--- config.mk ---
export PLATFORM = sky130hd
export DESIGN_NAME = stopwatch_run_ctrl
export DESIGN_NICKNAME = d
export VERILOG_FILES = /design/src/rtl/stopwatch_run_ctrl.sv
export SDC_FILE = /design/constraint.sdc
export NUM_CORES = 1
export LEC_CHECK = 0
export CAP_MARGIN = 20
export CORE_MARGIN = 3
export CORE_UTILIZATION = 25
export DETAILED_ROUTE_END_ITERATION = 6
export SLEW_MARGIN = 0
export SYNTH_ARGS = -nofsm -noshare
export SYNTH_HDL_FRONTEND = slang
export SYNTH_SLANG_ARGS = --single-unit
--- constraint.sdc ---
create_clock -name clk -period 1.6 [get_ports clk]
set_clock_uncertainty 0.2 [all_clocks]
set_input_delay 0.24 -clock clk [delete_from_list [all_inputs] [get_ports clk]]
set_output_delay 0.24 -clock clk [all_outputs]
set_load 0.1 [all_outputs]
--- src/rtl/stopwatch_run_ctrl.sv ---
// -----------------------------------------------------------------------------
// stopwatch_run_ctrl
//
// Sequencing controller for the stopwatch digit-counter chain
// (min : sec-tens sec-units . tenths).  Synchronises and edge-detects the
// front-panel buttons, runs the IDLE/RUN/LAP/PAUSE/DONE state machine, stops
// the chain at the terminal time (0:00.0 counting down, 9:59.9 counting up),
// raises a timed alarm on reaching it and provides the lap-hold control for
// the display freeze register.
//
// Optional feature macro: STOPWATCH_LAP_EN
//   defined   : lap_btn synchroniser, LAP state and lap_hold are built.
//   undefined : no LAP state, lap_btn ignored, lap_hold tied low.
//
// Parameters
//   ALARM_TICKS  : number of tick_100ms pulses the alarm stays high in DONE.
//
// Ports
//   clk                       in  : system clock, rising edge
//   rst_n                     in  : asynchronous active-low reset
//   tick_100ms                in  : one-cycle 100 ms strobe
//   start_btn/stop_btn/
//   clear_btn/lap_btn         in  : raw asynchronous button levels
//   count_down                in  : direction switch, 1 = count down
//   digit_min/st/su/tenths    in  : current BCD digits of the chain
//   running                   out : chain enable (parent gates it with the tick)
//   dir                       out : chain direction, 1 = down
//   clear_pulse               out : one-cycle clear of all digits
//   lap_hold                  out : display shows the frozen lap value
//   alarm                     out : terminal-time alarm
// -----------------------------------------------------------------------------
module stopwatch_run_ctrl #(
   parameter int ALARM_TICKS = 20
) (
   input  logic       clk,
   input  logic       rst_n,
   input  logic       tick_100ms,
   input  logic       start_btn,
   input  logic       stop_btn,
   input  logic       clear_btn,
   input  logic       lap_btn,
   input  logic       count_down,
   input  logic [3:0] digit_min,
   input  logic [3:0] digit_st,
   input  logic [3:0] digit_su,
   input  logic [3:0] digit_tenths,
   output logic       running,
   output logic       dir,
   output logic       clear_pulse,
   output logic       lap_hold,
   output logic       alarm
);

   // Input channel map.  Channel 0 is the direction switch (level only);
   // the remaining channels are buttons and get an edge detector.
`ifdef STOPWATCH_LAP_EN
   localparam int NCH    = 5;
   localparam int CH_LAP = 4;
`else
   localparam int NCH    = 4;
`endif
   localparam int CH_CD  = 0;
   localparam int CH_CLR = 1;
   localparam int CH_STP = 2;
   localparam int CH_STA = 3;

   localparam int              CW        = $clog2(ALARM_TICKS + 1);
   localparam logic [CW-1:0]   ALARM_MAX = CW'(ALARM_TICKS);

   typedef enum logic [2:0] {
      S_IDLE,
      S_RUN,
      S_PAUSE,
      S_DONE
`ifdef STOPWATCH_LAP_EN
      , S_LAP
`endif
   } state_t;

   // ---------------------------------------------------------------------
   // Synchronisers and edge detectors
   // ---------------------------------------------------------------------
   logic [NCH-1:0] raw_in;
   logic [NCH-1:0] sync_lvl;
   logic [NCH-1:1] evt;

`ifdef STOPWATCH_LAP_EN
   assign raw_in = {lap_btn, start_btn, stop_btn, clear_btn, count_down};
`else
   assign raw_in = {start_btn, stop_btn, clear_btn, count_down};
   logic unused_lap_btn;
   assign unused_lap_btn = lap_btn;
`endif

   genvar gi;
   generate
      for (gi = 0; gi < NCH; gi++) begin : g_sync
         logic s1_reg;
         logic s2_reg;
         always_ff @(posedge clk or negedge rst_n) begin
            if (!rst_n) begin
               s1_reg <= 1'b0;
               s2_reg <= 1'b0;
            end else begin
               s1_reg <= raw_in[gi];
               s2_reg <= s1_reg;
            end
         end
         assign sync_lvl[gi] = s2_reg;
      end

      // One event per press: synchronised level high, previous sample low.
      for (gi = 1; gi < NCH; gi++) begin : g_edge
         logic prev_reg;
         always_ff @(posedge clk or negedge rst_n) begin
            if (!rst_n) begin
               prev_reg <= 1'b0;
            end else begin
               prev_reg <= sync_lvl[gi];
            end
         end
         assign evt[gi] = sync_lvl[gi] & ~prev_reg;
      end
   endgenerate

   logic cd_sync;
   logic clr_evt;
   logic stp_evt;
   logic sta_evt;
   assign cd_sync = sync_lvl[CH_CD];
   assign clr_evt = evt[CH_CLR];
   assign stp_evt = evt[CH_STP];
   assign sta_evt = evt[CH_STA];
`ifdef STOPWATCH_LAP_EN
   logic lap_evt;
   assign lap_evt = evt[CH_LAP];
`endif

   // ---------------------------------------------------------------------
   // Terminal-time detection on the packed BCD digits
   // ---------------------------------------------------------------------
   logic [15:0] digits_bcd;
   logic        term;
   assign digits_bcd = {digit_min, digit_st, digit_su, digit_tenths};

   // dir_reg is declared below; the terminal value depends on the frozen
   // direction, not the live switch.
   logic dir_reg;
   assign term = dir_reg ? (digits_bcd == 16'h0000) : (digits_bcd == 16'h9599);

   // ---------------------------------------------------------------------
   // State machine
   // ---------------------------------------------------------------------
   state_t        state_reg;
   state_t        state_next;
   logic [CW-1:0] cnt_reg;
   logic [CW-1:0] cnt_next;
   logic          running_reg;
   logic          running_next;
   logic          alarm_reg;
   logic          alarm_next;
   logic          clear_pulse_reg;
`ifdef STOPWATCH_LAP_EN
   logic          lap_hold_reg;
   logic          lap_hold_next;
`endif

   always_comb begin
      state_next   = state_reg;
      cnt_next     = cnt_reg;
      running_next = 1'b0;
      alarm_next   = 1'b0;
`ifdef STOPWATCH_LAP_EN
      lap_hold_next = 1'b0;
`endif

      if (clr_evt) begin
         state_next = S_IDLE;
         cnt_next   = '0;
      end else begin
         case (state_reg)
            S_IDLE, S_PAUSE: begin
               // A start at the terminal time would wrap the chain: ignore it.
               if (sta_evt && !term) state_next = S_RUN;
            end
            S_RUN: begin
               if (stp_evt)      state_next = S_PAUSE;
               else if (term)    state_next = S_DONE;
`ifdef STOPWATCH_LAP_EN
               else if (lap_evt) state_next = S_LAP;
`endif
            end
`ifdef STOPWATCH_LAP_EN
            S_LAP: begin
               if (stp_evt)      state_next = S_PAUSE;
               else if (term)    state_next = S_DONE;
               else if (lap_evt) state_next = S_RUN;
            end
`endif
            S_DONE: begin
               if (tick_100ms && (cnt_reg < ALARM_MAX)) cnt_next = cnt_reg + 1'b1;
            end
            default: state_next = S_IDLE;
         endcase
      end

      // Outputs are registered from the next state so that a button event
      // or terminal condition shows on the outputs at the following edge.
      running_next = (state_next == S_RUN);
`ifdef STOPWATCH_LAP_EN
      if (state_next == S_LAP) running_next = 1'b1;
      lap_hold_next = (state_next == S_LAP);
`endif
      alarm_next = (state_next == S_DONE) && (cnt_next < ALARM_MAX);
   end

   always_ff @(posedge clk or negedge rst_n) begin
      if (!rst_n) begin
         state_reg       <= S_IDLE;
         cnt_reg         <= '0;
         dir_reg         <= 1'b0;
         running_reg     <= 1'b0;
         alarm_reg       <= 1'b0;
         clear_pulse_reg <= 1'b0;
      end else begin
         state_reg       <= state_next;
         cnt_reg         <= cnt_next;
         running_reg     <= running_next;
         alarm_reg       <= alarm_next;
         clear_pulse_reg <= clr_evt;
         // Direction is only sampled while idle; it is frozen once counting.
         if (state_reg == S_IDLE) dir_reg <= cd_sync;
      end
   end

`ifdef STOPWATCH_LAP_EN
   always_ff @(posedge clk or negedge rst_n) begin
      if (!rst_n) begin
         lap_hold_reg <= 1'b0;
      end else begin
         lap_hold_reg <= lap_hold_next;
      end
   end
   assign lap_hold = lap_hold_reg;
`else
   assign lap_hold = 1'b0;
`endif

   assign running     = running_reg;
   assign dir         = dir_reg;
   assign clear_pulse = clear_pulse_reg;
   assign alarm       = alarm_reg;

endmodule

==> results.json <==
{
  "die-area_mm2": 0.00451,
  "synth_edf_count": 0,
  "r2r_cells": 5,
  "final_nets": 146,
  "peakVddDrop_mv": 0.513,
  "ys_warn_count": 0,
  "drcViolationCount": 0,
  "fmax_ghz": 0.535,
  "fin_util_pct": 41.1,
  "startpoint": "digit_min[2]",
  "power_density_mw_per_mm2": 827,
  "cp_cell_sequence": "buf_6, or4_4, o41ai_2, o21ai_1, o311a_1, and2_4",
  "clkSlewWorstSetupHoldPaths_ns": 0.08,
  "yosys_register_bits": 23,
  "synth_top_family_by_area": "simple AND/OR/NAND/NOR gates",
  "grt_pass1_vias": 768,
  "die_x_um": 67.2,
  "seq_area_um2": 577,
  "r2r_slack_ns": -0.08,
  "cp.required_ns": 1.56,
  "antenna_found_initial": 0,
  "num_io_pins": 29,
  "gp_congestion": 0.707,
  "violations": "negative setup slack",
  "start_util_pct": 27.0,
  "synth_top_area_cell": "dfrtp_1",
  "r2r_end": "alarm",
  "ys_types": 34,
  "hold_class": "in -> async",
  "yosys.area_share.simple_pct": 22.5,
  "post-route-period-util_pct": 117,
  "cts_tree": "done",
  "synthMuxAreaShare_pct": 1.07,
  "core_mm2": 0.00347,
  "synth-xor-area-share_pct": 2.81,
  "worstPathArrival_ns": 1.83,
  "drt_iter0_markers": 18,
  "yosys.area_share.adder_pct": 1.34,
  "clockBufferDepth": 2,
  "track_usage_pct": 9.60,
  "largest_reg_flops": 5,
  "synth_ff_type": "dfrtp_1",
  "cts_hold_buf": 0,
  "htree_levels": 1,
  "io_buffers": 26,
  "endpoint_kind": "flop",
  "die_h_um": 67.2,
  "wl_um": 1980,
  "total_leakage_power_nw": 0.616,
  "final_antenna_net_count": 0,
  "viasPerCell": 4.54,
  "numCtsBuffers": 3,
  "gr-total-overflow": 0,
  "synth_compound_area_share_pct": 8.02,
  "status": "finished with violations",
  "cp_max_fo": 3,
  "antenna_cells": 0,
  "yosys-top-cells-count": "dfrtp_1 (23), nor2_1 (8), nor3_1 (4)",
  "layout_setup_ws_ns": -0.270,
  "synth.most_common_cell": "dfrtp_1",
  "hold_viol_final": 0,
  "place_hpwl_um": 1440,
  "netlist.area_leader.share_pct": 61.5,
  "avgSynthCellArea_um2": 11.7,
  "cts_sinks": 23,
  "setup_viol": 4,
  "fillers": 345,
  "grt_pass1_wl_um": 3310,
  "via_count": 754,
  "synthTopCellsByArea": "dfrtp_1 (61%), nor2_1 (3.2%), or4_1 (2.4%)",
  "drive_gt1_share_pct": 30.8,
  "rsz0062_at_grt": "true",
  "fin_crit_ns": 1.87,
  "slowest_stage": "or4_4",
  "num_rows": 21,
  "multi_input_area_um2": 379,
  "dp_slack_ns": -0.842,
  "cap_violations": 0,
  "seq_area_frac_synth_pct": 61.5,
  "async_flop_share_pct": 100,
  "slowest_delay_ns": 0.55,
  "crit_end": "running",
  "worstSkewPairLatency_ns": 0.26,
  "syn_inst": 80,
  "slew_violations": 0,
  "drt_first_pass_iters": 4,
  "area_delta_synth_final_pct": 52.4,
  "synth_area_um2": 936,
  "post_drt_wl_per_cell_um": 11.9,
  "grt_max_degree": 24,
  "r2r-start": "state_reg[2]",
  "path_class": "in -> reg",
  "start_kind": "input pin",
  "root_buffer": "clkbuf_8"
}
==> critical path, delay by kind of cell <==
family,cells,cell delay [ns]
simple gates,2,0.72
compound gates,3,0.78
buf+inv,1,0.09
==> layer usage <==
| metal | up-vias | share of wire, % | global-route usage (%) |
|---|---|---|---|
| met5 | - | 0 | 0 |
| met1 | 355 | 41 | 11.5 |
| met3 | 2 | 12 | 3.49 |
| li1 | 363 | - | - |
| met4 | 0 | 0.46 | 3.04 |
| met2 | 34 | 47 | 16.0 |
==> metrics by stage <==
stage               hold slack [ns]  cells  instance area (µm²)  power [W]  TNS, ns
floorplan                    -0.256     81                  953   0.000722   -0.961
global placement              0.133    161                 1380   0.000842    -3.40
detailed placement            0.135    161                 1380   0.000845    -3.56
CTS                           0.132    166                 1430    0.00119   -0.913
global route                  0.139    166                 1430    0.00124    -1.11
finish                        0.118    166                 1430    0.00118   -0.782
==> worst min path at each step <==
stage	end	slack, ns	depth (start not counted)
5_1_grt	cnt_reg[4]	0.14	2
4_1_cts	running	0.13	2
3_5_place_dp	g_sync[2].s2_reg	0.13	0
2_1_floorplan	alarm	-0.26	0
3_3_place_gp	g_sync[2].s2_reg	0.13	0
6_report	cnt_reg[4]	0.12	2
==> area by class of cell <==
type,count,share of cell area (%)
inverter,3,0.789
sequential,23,40.4
clock inverter,1,0.526
tap,46,4.04
timing repair buffer,37,24.7
multi-input combinational,53,26.6
clock buffer,3,2.89
==> repair_timing <==
item | 4_1_cts | 5_1_grt
setup buffers | 1 | 0
setup endpoints to repair | 5 | 4
pin swaps | 10 | 2
gates resized for setup | 40 | 0
==> kinds of logic after synthesis <==
logic type | after synthesis
and+or+nand+nor | 35
xor gates and xnor gates | 3
buffers and inverters | 5
muxes | 1
adders and majority gates | 1
DFF | 23
AOI/OAI and AO/OA | 11
other | 1
==> layout by cell type, fill, tap and decap left out, types with 2 or more instances in the layout <==
cell type / synthesis / routed
conb_1: 1 / 2
xnor2_1: 2 / 2
clkdlybuf4s50_1: 0 / 6
buf_2: 0 / 5
clkdlybuf4s15_1: 0 / 5
or4_4: 1 / 4
nor2_1: 8 / 8
nor2b_1: 3 / 3
buf_4: 1 / 11
buf_12: 0 / 4
dfrtp_1: 23 / 22
nand2_1: 3 / 3
o21ai_0: 3 / 3
nor3_1: 4 / 3
inv_1: 3 / 3
clkbuf_8: 0 / 3
dlygate4sd2_1: 0 / 5
a31oi_1: 2 / 2
nand4_1: 2 / 2
==> power by group <==
| group | leakage [nW] | total, W | internal (W) | switching, W |
|---|---|---|---|---|
| clock | 0.0217 | 0.000354 | 0.000176 | 0.000178 |
| combinational | 0.306 | 0.000207 | 0.0000944 | 0.000113 |
| sequential | 0.289 | 0.000619 | 0.000605 | 0.0000131 |
| total | 0.616 | 0.00118 | 0.000875 | 0.000304 |
No activity file was read; power rests on OpenSTA's default activity.
